--- src/rtl/dm_pkg.sv ---
// rtl/dm_pkg.sv - access types, FSM states and byte-enable constants for dm_access_unit
package dm_pkg;

   localparam logic [2:0] DM_WORD   = 3'b000;
   localparam logic [2:0] DM_HALF   = 3'b001;
   localparam logic [2:0] DM_HALF_U = 3'b010;
   localparam logic [2:0] DM_BYTE   = 3'b011;
   localparam logic [2:0] DM_BYTE_U = 3'b100;

   typedef enum logic [1:0] {
      ST_IDLE = 2'd0,
      ST_BUS  = 2'd1,
      ST_DONE = 2'd2
   } dm_state_e;

   typedef enum logic [1:0] {
      SZ_WORD = 2'd0,
      SZ_HALF = 2'd1,
      SZ_BYTE = 2'd2
   } dm_size_e;

   localparam logic [3:0] BE_WORD    = 4'b1111;
   localparam logic [3:0] BE_HALF_LO = 4'b0011;
   localparam logic [3:0] BE_HALF_HI = 4'b1100;
   localparam logic [3:0] BE_BYTE0   = 4'b0001;

   // Encodings 101-111 fall through to word.
   function automatic dm_size_e dm_size(input logic [2:0] t);
      case (t)
         DM_HALF, DM_HALF_U: dm_size = SZ_HALF;
         DM_BYTE, DM_BYTE_U: dm_size = SZ_BYTE;
         default:            dm_size = SZ_WORD;
      endcase
   endfunction

endpackage

--- src/rtl/dm_load_fmt.sv ---
// rtl/dm_load_fmt.sv - load lane extractor with sign/zero extension
module dm_load_fmt
   import dm_pkg::*;
(
   input  logic [31:0] bus_rdata,
   input  logic [1:0]  offset,
   input  logic [2:0]  dm_type,
   output logic [31:0] load_data
);

   logic [7:0]  byte_lane;
   logic [15:0] half_lane;

   always_comb begin
      case (offset)
         2'd0:    byte_lane = bus_rdata[7:0];
         2'd1:    byte_lane = bus_rdata[15:8];
         2'd2:    byte_lane = bus_rdata[23:16];
         default: byte_lane = bus_rdata[31:24];
      endcase
      half_lane = offset[1] ? bus_rdata[31:16] : bus_rdata[15:0];
      case (dm_type)
         DM_BYTE:   load_data = {{24{byte_lane[7]}}, byte_lane};
         DM_BYTE_U: load_data = {24'b0, byte_lane};
         DM_HALF:   load_data = {{16{half_lane[15]}}, half_lane};
         DM_HALF_U: load_data = {16'b0, half_lane};
         default:   load_data = bus_rdata;
      endcase
   end

endmodule

--- src/rtl/dm_access_unit.sv ---
// rtl/dm_access_unit.sv - MEM-stage data-memory access unit; optional DM_MISALIGN_TRAP_EN
module dm_access_unit
   import dm_pkg::*;
#(
   parameter int ADDR_W = 32,
   parameter int DATA_W = 32
) (
   input  logic              clk,
   input  logic              rst,
   input  logic              req_valid,
   input  logic              mem_read,
   input  logic              mem_write,
   input  logic [2:0]        dm_type,
   input  logic [ADDR_W-1:0] addr,
   input  logic [DATA_W-1:0] wdata,
   output logic              stall,
   output logic [DATA_W-1:0] rdata,
   output logic              rdata_valid,
   output logic              bus_req,
   output logic              bus_we,
   output logic [ADDR_W-1:0] bus_addr,
   output logic [3:0]        bus_be,
   output logic [DATA_W-1:0] bus_wdata,
   input  logic              bus_ack,
   input  logic [DATA_W-1:0] bus_rdata,
   output logic              misalign
);

   dm_state_e         state_q, state_d;
   logic              bus_req_q, bus_req_d;
   logic              bus_we_q, bus_we_d;
   logic [ADDR_W-1:0] bus_addr_q, bus_addr_d;
   logic [3:0]        bus_be_q, bus_be_d;
   logic [31:0]       bus_wdata_q, bus_wdata_d;
   logic [31:0]       rdata_q, rdata_d;
   logic              rdata_valid_q, rdata_valid_d;
   logic [1:0]        off_q, off_d;
   logic [2:0]        type_q, type_d;

   logic              accept;
   logic              trap;
   dm_size_e          size;
   logic [1:0]        eff_off;
   logic [3:0]        be_new;
   logic [31:0]       wdata_new;
   logic [31:0]       load_data;

   assign accept = req_valid && (mem_read || mem_write);
   assign size   = dm_size(dm_type);

`ifdef DM_MISALIGN_TRAP_EN
   logic misalign_q, misalign_d;
   assign trap     = ((size == SZ_HALF) && addr[0]) ||
                     ((size == SZ_WORD) && (addr[1:0] != 2'b00));
   assign misalign = misalign_q;
`else
   assign trap     = 1'b0;
   assign misalign = 1'b0;
`endif

   // Low address bits below the access size are dropped when not trapping.
   always_comb begin
      case (size)
         SZ_HALF: begin
            eff_off   = {addr[1], 1'b0};
            be_new    = addr[1] ? BE_HALF_HI : BE_HALF_LO;
            wdata_new = {2{wdata[15:0]}};
         end
         SZ_BYTE: begin
            eff_off   = addr[1:0];
            be_new    = BE_BYTE0 << addr[1:0];
            wdata_new = {4{wdata[7:0]}};
         end
         default: begin
            eff_off   = 2'b00;
            be_new    = BE_WORD;
            wdata_new = wdata;
         end
      endcase
   end

   dm_load_fmt u_load_fmt (
      .bus_rdata (bus_rdata),
      .offset    (off_q),
      .dm_type   (type_q),
      .load_data (load_data)
   );

   always_comb begin
      state_d       = state_q;
      bus_req_d     = bus_req_q;
      bus_we_d      = bus_we_q;
      bus_addr_d    = bus_addr_q;
      bus_be_d      = bus_be_q;
      bus_wdata_d   = bus_wdata_q;
      rdata_d       = rdata_q;
      rdata_valid_d = 1'b0;
      off_d         = off_q;
      type_d        = type_q;
`ifdef DM_MISALIGN_TRAP_EN
      misalign_d    = 1'b0;
`endif
      case (state_q)
         ST_IDLE: begin
            if (accept) begin
               off_d  = eff_off;
               type_d = dm_type;
               if (trap) begin
                  state_d = ST_DONE;
`ifdef DM_MISALIGN_TRAP_EN
                  misalign_d = 1'b1;
`endif
               end else begin
                  state_d     = ST_BUS;
                  bus_req_d   = 1'b1;
                  bus_we_d    = mem_write;
                  bus_addr_d  = {addr[ADDR_W-1:2], 2'b00};
                  bus_be_d    = be_new;
                  bus_wdata_d = wdata_new;
               end
            end
         end
         ST_BUS: begin
            if (bus_ack) begin
               state_d   = ST_DONE;
               bus_req_d = 1'b0;
               bus_we_d  = 1'b0;
               if (!bus_we_q) begin
                  rdata_d       = load_data;
                  rdata_valid_d = 1'b1;
               end
            end
         end
         default: state_d = ST_IDLE;
      endcase
   end

   always_ff @(posedge clk) begin
      if (rst) begin
         state_q       <= ST_IDLE;
         bus_req_q     <= 1'b0;
         bus_we_q      <= 1'b0;
         bus_addr_q    <= '0;
         bus_be_q      <= 4'b0;
         bus_wdata_q   <= 32'b0;
         rdata_q       <= 32'b0;
         rdata_valid_q <= 1'b0;
         off_q         <= 2'b0;
         type_q        <= 3'b0;
`ifdef DM_MISALIGN_TRAP_EN
         misalign_q    <= 1'b0;
`endif
      end else begin
         state_q       <= state_d;
         bus_req_q     <= bus_req_d;
         bus_we_q      <= bus_we_d;
         bus_addr_q    <= bus_addr_d;
         bus_be_q      <= bus_be_d;
         bus_wdata_q   <= bus_wdata_d;
         rdata_q       <= rdata_d;
         rdata_valid_q <= rdata_valid_d;
         off_q         <= off_d;
         type_q        <= type_d;
`ifdef DM_MISALIGN_TRAP_EN
         misalign_q    <= misalign_d;
`endif
      end
   end

   // DONE deliberately drops stall even if req_valid is still high.
   assign stall       = ((state_q == ST_IDLE) && accept) || (state_q == ST_BUS);
   assign bus_req     = bus_req_q;
   assign bus_we      = bus_we_q;
   assign bus_addr    = bus_addr_q;
   assign bus_be      = bus_be_q;
   assign bus_wdata   = bus_wdata_q;
   assign rdata       = rdata_q;
   assign rdata_valid = rdata_valid_q;

endmodule

--- config.mk ---
export PLATFORM = sky130hd
export DESIGN_NAME = dm_access_unit
export DESIGN_NICKNAME = d
export VERILOG_FILES = /design/src/rtl/dm_pkg.sv /design/src/rtl/dm_load_fmt.sv /design/src/rtl/dm_access_unit.sv
export SDC_FILE = /design/constraint.sdc
export NUM_CORES = 1
export LEC_CHECK = 0
export CAP_MARGIN = 40
export CORE_MARGIN = 2
export CORE_UTILIZATION = 45
export DETAILED_ROUTE_END_ITERATION = 7
export PLACE_DENSITY = 0.78
export SLEW_MARGIN = 15
export SYNTH_ARGS = -nofsm -noshare
export SYNTH_HDL_FRONTEND = slang
export SYNTH_HIERARCHICAL = 1
export SYNTH_SLANG_ARGS = --single-unit
--- constraint.sdc ---
create_clock -name clk -period 2.23 [get_ports clk]
set_input_delay 0.5575 -clock clk [delete_from_list [all_inputs] [get_ports clk]]
set_output_delay 0.5575 -clock clk [all_outputs]
set_load 0.02 [all_outputs]
Yosys cells after proc, flatten, opt, wreduce, memory -nomap -nowiden
Cells that the tools add are included.
{"block": "op_classes", "n_bitwise": 3, "reduce_logical": 14, "n_shift": 1, "muxes": 17, "eq_ne": 15}
{"op": "$pmux W32 S4", "count": 1}
{"op": "$pmux W32 S2", "count": 1}
{"op": "$pmux W8 S3", "count": 1}
{"op": "$mux W16", "count": 1}
{"op": "$eq A3 B2 Y1 const B", "count": 4}
{"op": "$pmux W2 S2", "count": 3}
{"op": "$pmux W4 S2", "count": 1}
{"op": "$eq A2 B1 Y1 const B", "count": 3}
{"op": "$eq A3 B1 Y1 const B", "count": 2}
{"op": "$eq A3 B3 Y1 const B", "count": 2}
{"op": "$reduce_and A3 Y1", "count": 2}
{"op": "$eq A2 B2 Y1 const B", "count": 2}
{"op": "$logic_not A2 Y1", "count": 2}
{"op": "$mux W1", "count": 4}
{"op": "$mux W2", "count": 2}
{"op": "$mux W4", "count": 1}
{"op": "$ne A2 B2 Y1 const B", "count": 2}
{"op": "$pmux W1 S2", "count": 2}
{"op": "$reduce_and A2 Y1", "count": 2}
{"op": "$reduce_or A2 Y1", "count": 2}
{"op": "$shl A1 B2 Y4 const A", "count": 1}
{"op": "$not A1 Y1", "count": 3}
{"op": "$reduce_or A3 Y1", "count": 1}
{"op": "$logic_and A1 B1 Y1", "count": 2}
{"op": "other kinds (2)", "count": 3}
{"block": "word_totals", "word_cells": 60, "output_inout_bits": 105, "reg_bits": 108, "inputBits": 105}

Logic depth before layout (Yosys ltp)
Gate-level depths: netlist of run 1.
{"block": "logic_depth", "depth_word": 5, "mapped_depth": 9, "ltp_nobuf": 7}

Cells and area by module
Netlist of run 1, hierarchy kept.
{"module": "dm_access_unit", "instances": 1, "area_each_um2": 4446.8, "cells_each": 522, "seq_area_each_um2": 2162.1}
{"module": "dm_load_fmt", "instances": 1, "area_each_um2": 1311.3, "cells_each": 180, "seq_area_each_um2": 0.0}

Worst setup path after synthesis of run 1
OpenSTA, ideal clock, no wires.
{"block": "synth_timing", "path_kind": "input port to output port", "from": "input port mem_write", "to": "output port stall", "t_required_ps": 1673, "path_buffers": 2, "arrival_time_ps": 1475, "stages": 5, "slack_ps": 198, "cell_sequence": "or2_2 > buf_4 > buf_2 > nand2_1 > o21ai_0"}
{"block": "synth_via", "elab_chain_cells": 4}
{"element": "start: declaration", "line": "dm_access_unit.sv:12", "rtl": "input logic mem_write,"}
{"element": "$logic_or A1 B1 Y1", "line": "dm_access_unit.sv:48", "rtl": "assign accept = req_valid && (mem_read || mem_write);"}
{"element": "$logic_and A1 B1 Y1", "line": "dm_access_unit.sv:48"}
{"element": "$logic_and A1 B1 Y1", "line": "dm_access_unit.sv:171", "rtl": "assign stall = ((state_q == ST_IDLE) && accept) || (state_q == ST_BUS);"}
{"element": "$logic_or A1 B1 Y1", "line": "dm_access_unit.sv:171"}
{"element": "end: declaration", "line": "dm_access_unit.sv:16", "rtl": "output logic stall,"}
Every way passes these cells.

Worst setup path in the final report of run 1
{"block": "layout_timing", "from": "input port req_valid", "to": "output port stall"}
{"block": "layout_via", "elab_chain_cells": 3}
{"element": "start: declaration", "line": "dm_access_unit.sv:10", "rtl": "input logic req_valid,"}
{"element": "$logic_and A1 B1 Y1", "line": "dm_access_unit.sv:48"}
{"element": "$logic_and A1 B1 Y1", "line": "dm_access_unit.sv:171"}
{"element": "$logic_or A1 B1 Y1", "line": "dm_access_unit.sv:171"}
Every way passes these cells.

==> results.cfg, run 1 <==
[power]
p_sw_w = 0.00163
p_int_w = 0.00375
leakage_nw = 2.94
power_w = 0.00538
power_frac_clock_pct = 32.7
combPwrFrac_pct = 27.9
pwr-share-seq_pct = 39.4
power.density_nw_per_um2 = 628
swShare_pct = 30.3
peakVddDrop_mv = 0.416

[clock_network]
path_clk_slew_ns = 0.07
root_buffer = clkbuf_16
htree_levels = 3
cts_buffer_depth = 2
numCtsBuffers = 9
cts.sinks = 108
postCtsSetupBuffers = 0
clk_latency_ns = 0.35
cts_tree = done
holdBufCountCts = 0

[worst_setup_path]
start_kind = input port
worstPathArrival_ns = 1.59
cp_top_family = buffers and inverters
critPathCaptureType = primary output
crit_required_ns = 1.67
crit_buf_inv = 2
slowest_delay_ns = 0.49
cp_max_fo = 2
path_cells = clkdlybuf4s50_1 > nor3b_4 > nand2_2 > o21ai_1 > buf_4
criticalPathCategory = input port to primary output
critical-path-slowest-cell = clkdlybuf4s50_1

[timing]
fin_crit_sh_pct = 96.2
max_freq_mhz = 466
rsz0062_at_grt = false
setup_viol = 0
hold_viol = 0
slew-limit-headroom_pct = 49.4
whs_ns = 0.457
slew_violations = 0
finalCriticalPeriod_ns = 2.15
setup_slack_ns = 0.0837
worst_clock_skew_ns = 0.00516
worstMarginPinSlew_ns = 0.758

[floorplan]
start_util_pct = 45.8
core_um2 = 12600
die_h_um = 117
ios = 210
die_w_um = 117
dieArea_um2 = 13700
num_rows = 41

[global_routing]
overflow = 0
grt_max_degree = 73
grt_pass1_vias = 6140
antenna_found_initial = 0
grt_pass1_wl_um = 31400
track_usage_pct = 29.5

[layout]
diodes = 0
area_growth_pct = 48.8
final_util_pct = 68.2
nNetsFinal = 1013
nFillCells = 1014
drive_gt1_share_pct = 14.7
stdcell_count = 1083

[synth]
ys_ff_latch = 108
synth_area_leaders = dfxtp_1 38%, a21oi_1 12%, o21ai_1 5.6%
ys.flop_type = dfxtp_1
synth.distinct_cells = 60
yosys.area.top_type = dfxtp_1
synth-edff-count = 0
ys_warn_count = 6
ys_async_sr_fraction_pct = 0
synth_cells = 702
syn_area_um2 = 5760
synth_top_area_share_pct = 37.5
yosysSeqAreaShare_pct = 37.5
syn_avg_cell_area_um2 = 8.20

[place]
port-buffer-count = 206
place_ws_ns = -0.394
place.gp.congestion = 0.924
post-place-cells = 1067
dp_hpwl_um = 14500

[routing]
firstDrtPassIters = 5
vias = 6485
drc_errors = 0
drt_iter0_drc = 558
routed_wl_um = 20700
wl_per_cell_um = 19.1
drtAntennaViolNets = 0
via_per_inst = 5.99

[worst_hold_path]
hold_class = flop to flop

[run]
maxCapViolations = 0

[run_status]
status = finished clean
[worst min-delay path, delay by kind of cell (launching register included)]
kind | cells | cell delay, ns
and+or+nand+nor | 1 | 0.05
AOI/OAI and AO/OA | 1 | 0.05
DFF | 1 | 0.31
[flip-flops by register name, summed over array words and instances, names as in the netlist]
signal	cells
bus_addr	30
bus_we	1
state_q	2
type_q	3
off_q	2
bus_req	1
rdata_valid	1
rdata	32
bus_wdata	32
bus_be	4
[cells by family (layout without fill, tap and decap cells)]
group | count (synthesis) | in the layout | share of synthesized area [%]
other | 1 | 3 | 0.0651
flip-flops | 108 | 108 | 37.5
multiplexers | 10 | 10 | 3.32
adder cells (fa/ha/maj) | 2 | 2 | 0.435
XOR/XNOR | 2 | 2 | 0.304
AO/OA/AOI/OAI | 323 | 323 | 35.0
buffers and inverters | 87 | 294 | 8.30
AND/OR/NAND/NOR | 169 | 169 | 15.0
[area by class of cell]
type | count | area [um2] | share of cell area [%]
multi-input cells | 509 | 3190 | 37.3
repair buffers | 269 | 2640 | 30.8
flip-flops and latches | 108 | 2160 | 25.2
clock buffers | 10 | 229 | 2.67
well taps | 172 | 215 | 2.51
clock inverters | 6 | 93.8 | 1.10
inverters | 9 | 37.5 | 0.438
[Yosys cell counts (all sizes together), types with 3 or more instances]
| cell | number |
|---|---|
| mux4 | 7 |
| buf | 47 |
| nor3 | 3 |
| a32oi | 6 |
| nor2b | 17 |
| or2 | 4 |
| clkbuf | 31 |
| a221o | 14 |
| a21oi | 150 |
| mux2i | 3 |
| inv | 9 |
| nand3 | 42 |
| nand2 | 76 |
| o2111ai | 9 |
| dfxtp | 108 |
| o221ai | 7 |
| a32o | 3 |
| nor2 | 11 |
| a22oi | 22 |
| o21ai | 83 |
| a211oi | 20 |
| nand2b | 5 |
[worst paths after layout]
check / from / end / slack [ns] / cells past startpoint
setup / recovery: req_valid / stall / 0.08 / 5
hold / removal: rdata[29]$_SDFFE_PP0P_ / rdata[29]$_SDFFE_PP0P_ / 0.46 / 2
setup reg to reg: type_q[2]$_SDFFE_PP0P_ / rdata[21]$_SDFFE_PP0P_ / 0.21 / 8
hold reg to reg: rdata[29]$_SDFFE_PP0P_ / rdata[29]$_SDFFE_PP0P_ / 0.46 / 2
[per-layer routing]
layer	global-route usage [%]	part of all wire (%)	up-vias	routed length [um]
met5	0	0	-	0
met4	11.2	2.9	0	603
met3	9.68	11	63	2240
met2	47.1	47	396	9660
met1	37.3	40	3032	8210
li1	-	-	2994	-
[power groups by stage]
stage	Sequential (W)	Clock [W]	Combinational [W]
final	0.00212	0.00176	0.00150
after global routing	0.00213	0.00186	0.00160
after CTS	0.00212	0.00179	0.00145
after detailed placement	0.00216	0	0.00144
after global placement	0.00216	0	0.00141
after floorplan	0.00228	0	0.000657
[per-stage QoR]
| stage | cell area, um2 | setup TNS [ns] |
|---|---|---|
| 6_report | 8570 | 0 |
| 2_1_floorplan | 5770 | 0 |
| 3_3_place_gp | 8170 | -7.36 |
| 4_1_cts | 8500 | 0 |
| 3_5_place_dp | 8170 | -10.38 |
| 5_1_grt | 8570 | 0 |
[cell usage in the layout (no fill, tap or decap), types with 3 or more instances in the layout]
cell type	count
a211oi_1	16
a211oi_2	4
a21oi_1	139
a21oi_2	11
a221o_1	14
a22oi_1	21
a32o_1	3
a32oi_1	6
buf_12	8
buf_4	56
clkbuf_16	9
clkdlybuf4s50_1	201
conb_1	3
dfxtp_1	108
inv_1	7
mux4_2	7
nand2_1	75
nand2b_1	5
nand3_1	42
nor2_1	8
nor2b_1	17
o2111ai_1	5
o2111ai_2	4
o21ai_0	12
o21ai_1	66
o21ai_2	5
o221ai_1	7
or2_4	3
[repair_timing]
item	in CTS	in global routing
setup endpoints to repair	2	22
resized for setup	7	18
pin swaps	0	1
gates cloned	0	0
Note: power is estimated with default switching activity, not from simulation.
==> inputs of run 2 (changes only) <==
--- a/config.mk
+++ b/config.mk
@@ -10,7 +10,6 @@
 export CORE_UTILIZATION = 45
 export DETAILED_ROUTE_END_ITERATION = 7
 export PLACE_DENSITY = 0.78
-export SLEW_MARGIN = 15
 export SYNTH_ARGS = -nofsm -noshare
 export SYNTH_HDL_FRONTEND = slang
 export SYNTH_HIERARCHICAL = 1
==> results of run 2 <==
Same layout as run 1: the final DEF is identical, and so are final timing and power.
==> inputs of run 3 (changes only) <==
--- a/config.mk
+++ b/config.mk
@@ -5,6 +5,7 @@
 export SDC_FILE = /design/constraint.sdc
 export NUM_CORES = 1
 export LEC_CHECK = 0
+export ABC_AREA = 1
 export CAP_MARGIN = 40
 export CORE_MARGIN = 2
 export CORE_UTILIZATION = 45
==> run 3 against run 2 <==
Compared with the run above:
- die area grew 0.86%
- clock-buffer cell count did not move
- final cell count is 23% higher
- utilization is 2.7 points lower
- largest power group unchanged
- clock skew grew 0.0012 ns
- register-to-register slack gained 0.03 ns
- critical path type unchanged
- critical endpoint unchanged
- global-route usage fell by 5.5 points
==> results.cfg, run 3 <==
[run_status]
status = finished clean

[worst_setup_path]
cp_max_fo = 2
path_cells = clkdlybuf4s50_1 > inv_1 > nand2_1 > nand3_4 > o21ai_0 > clkbuf_2
cp_top_family = buffers and inverters
crit_required_ns = 1.67
critical-path-slowest-cell = clkdlybuf4s50_1
start_kind = input port
worstPathArrival_ns = 1.50
crit_buf_inv = 3
criticalPathCategory = input port to primary output
critPathCaptureType = primary output
slowest_delay_ns = 0.47

[clock_network]
cts_resized = 1
root_buffer = clkbuf_16
cts.sinks = 108
numCtsBuffers = 9
clk_latency_ns = 0.35
holdBufCountCts = 0
htree_levels = 3
cts_buffer_depth = 2
cts_tree = done
path_clk_slew_ns = 0.08
postCtsSetupBuffers = 0

[layout]
nNetsFinal = 1265
final_common_cell = nand2_1
drive_gt1_share_pct = 5.16
area_growth_pct = 42.1
finish.instance_area_um2 = 8260
diodes = 0
layout_common_cells = 302 x nand2_1, 252 x nor2_1, 205 x clkdlybuf4s50_1
final_util_pct = 65.4

[global_routing]
grt_max_degree = 107
antenna_found_initial = 0
overflow = 0
grt_pass1_wl_um = 27400
track_usage_pct = 24.0
grt_pass1_vias = 5721

[routing]
vias = 6266
wl_per_cell_um = 12.5
via_per_inst = 4.69
drc_errors = 0
drt_iter0_drc = 401
firstDrtPassIters = 5
routed_wl_um = 16600
drtAntennaViolNets = 0

[synth]
ys_ff_latch = 108
syn_area_um2 = 5810
synth-edff-count = 0
synth_top_area_share_pct = 37.2
ys.flop_type = dfxtp_1
syn_avg_cell_area_um2 = 5.97
synth_cells = 973
ys_warn_count = 6
synth.distinct_cells = 24
synth_area_leaders = dfxtp_1 37%, nand2_1 20%, nor2_1 16%
yosys.cell_count.top_type = nand2_1
yosysSeqAreaShare_pct = 37.2
synthTopCellsByCount = 303 x nand2_1, 252 x nor2_1, 108 x dfxtp_1
ys_async_sr_fraction_pct = 0
yosys.area.top_type = dfxtp_1

[timing]
finalCriticalPeriod_ns = 2.06
hold_viol = 0
rsz0062_at_grt = false
tns_ns = 0
fin_crit_sh_pct = 92.3
worst_clock_skew_ns = 0.00633
setup_slack_ns = 0.173
whs_ns = 0.476
slew-limit-headroom_pct = 58.6
setup_viol = 0
slew_violations = 0
worstMarginPinSlew_ns = 0.620
max_freq_mhz = 486

[place]
place.gp.congestion = 0.897
place_ws_ns = -0.261
port-buffer-count = 206
dpl-instance-area_um2 = 7970
dp_hpwl_um = 12000

[floorplan]
die_h_um = 118
start_util_pct = 46.0
ios = 210
core_um2 = 12600
num_rows = 41
dieArea_um2 = 13800
die_w_um = 118

[power]
peakVddDrop_mv = 0.342
power.density_nw_per_um2 = 654
leakage_nw = 4.04

[run]
maxCapViolations = 0

[worst_hold_path]
hold_class = flop to flop
-- run 3: changes by cell type after synthesis, moves of 27 or more --
cell     previous run  this run
o21ai_0            14        41
nor2_1              8       252
nand3_1            42        79
o21ai_1            64         0
a21oi_1           139        12
inv_1               8        99
nand2_1            76       303
-- run 3: worst reg2reg max path, delay by kind of cell (launching register included) --
family                 cells  cell delay [ns]
and+or+nand+nor            6             0.82
buffers and inverters      1             0.29
AOI/OAI and AO/OA          1             0.10
DFF                        1             0.72
-- run 3: final timing paths --
kind | start | end | slack, ns | cells after the start
max reg2reg | off_q[1]$_SDFFE_PP0P_ | rdata[15]$_SDFFE_PP0P_ | 0.24 | 8
min reg2reg | bus_req$_SDFFE_PP0P_ | bus_req$_SDFFE_PP0P_ | 0.48 | 2
min | bus_req$_SDFFE_PP0P_ | bus_req$_SDFFE_PP0P_ | 0.48 | 2
max | mem_read | stall | 0.17 | 6
-- run 3: cell families after synthesis --
family / count (synthesis) / share of synthesized area, %
AOI/OAI and AO/OA: 54 / 4.72
adders and majority gates: 2 / 0.431
buffers and inverters: 160 / 12.8
DFF: 108 / 37.2
other: 1 / 0.0646
and+or+nand+nor: 648 / 44.7
-- run 3: final cells by class --
cell class                 instances  area, um2
tap                              172        215
fill                            1169       4360
multi-input combinational        707       2920
clock inverter                     6       56.3
clock buffer                      10        229
timing repair buffer             230       2290
inverter                         102        383
sequential                       108       2160
-- run 3: routing by layer --
| layer | routed length, um | track usage [%] | part of all wire [%] |
|---|---|---|---|
| met1 | 7160 | 30.4 | 43 |
| met2 | 7510 | 38.6 | 45 |
| met3 | 1590 | 7.56 | 9.5 |
| met4 | 378 | 8.13 | 2.3 |
| met5 | 0 | 0 | 0 |
-- run 3: report_power, final --
group / switching [W] / internal (W)
clock: 0.000783 / 0.000784
sequential: 0.0000962 / 0.00208
combinational: 0.000909 / 0.000742
total: 0.00179 / 0.00361
-- run 3: metrics by stage --
step	power, W	instances
4_1_cts	0.00543	1335
6_report	0.00540	1335
2_1_floorplan	0.00319	975
3_5_place_dp	0.00387	1319
3_3_place_gp	0.00385	1319
5_1_grt	0.00570	1335
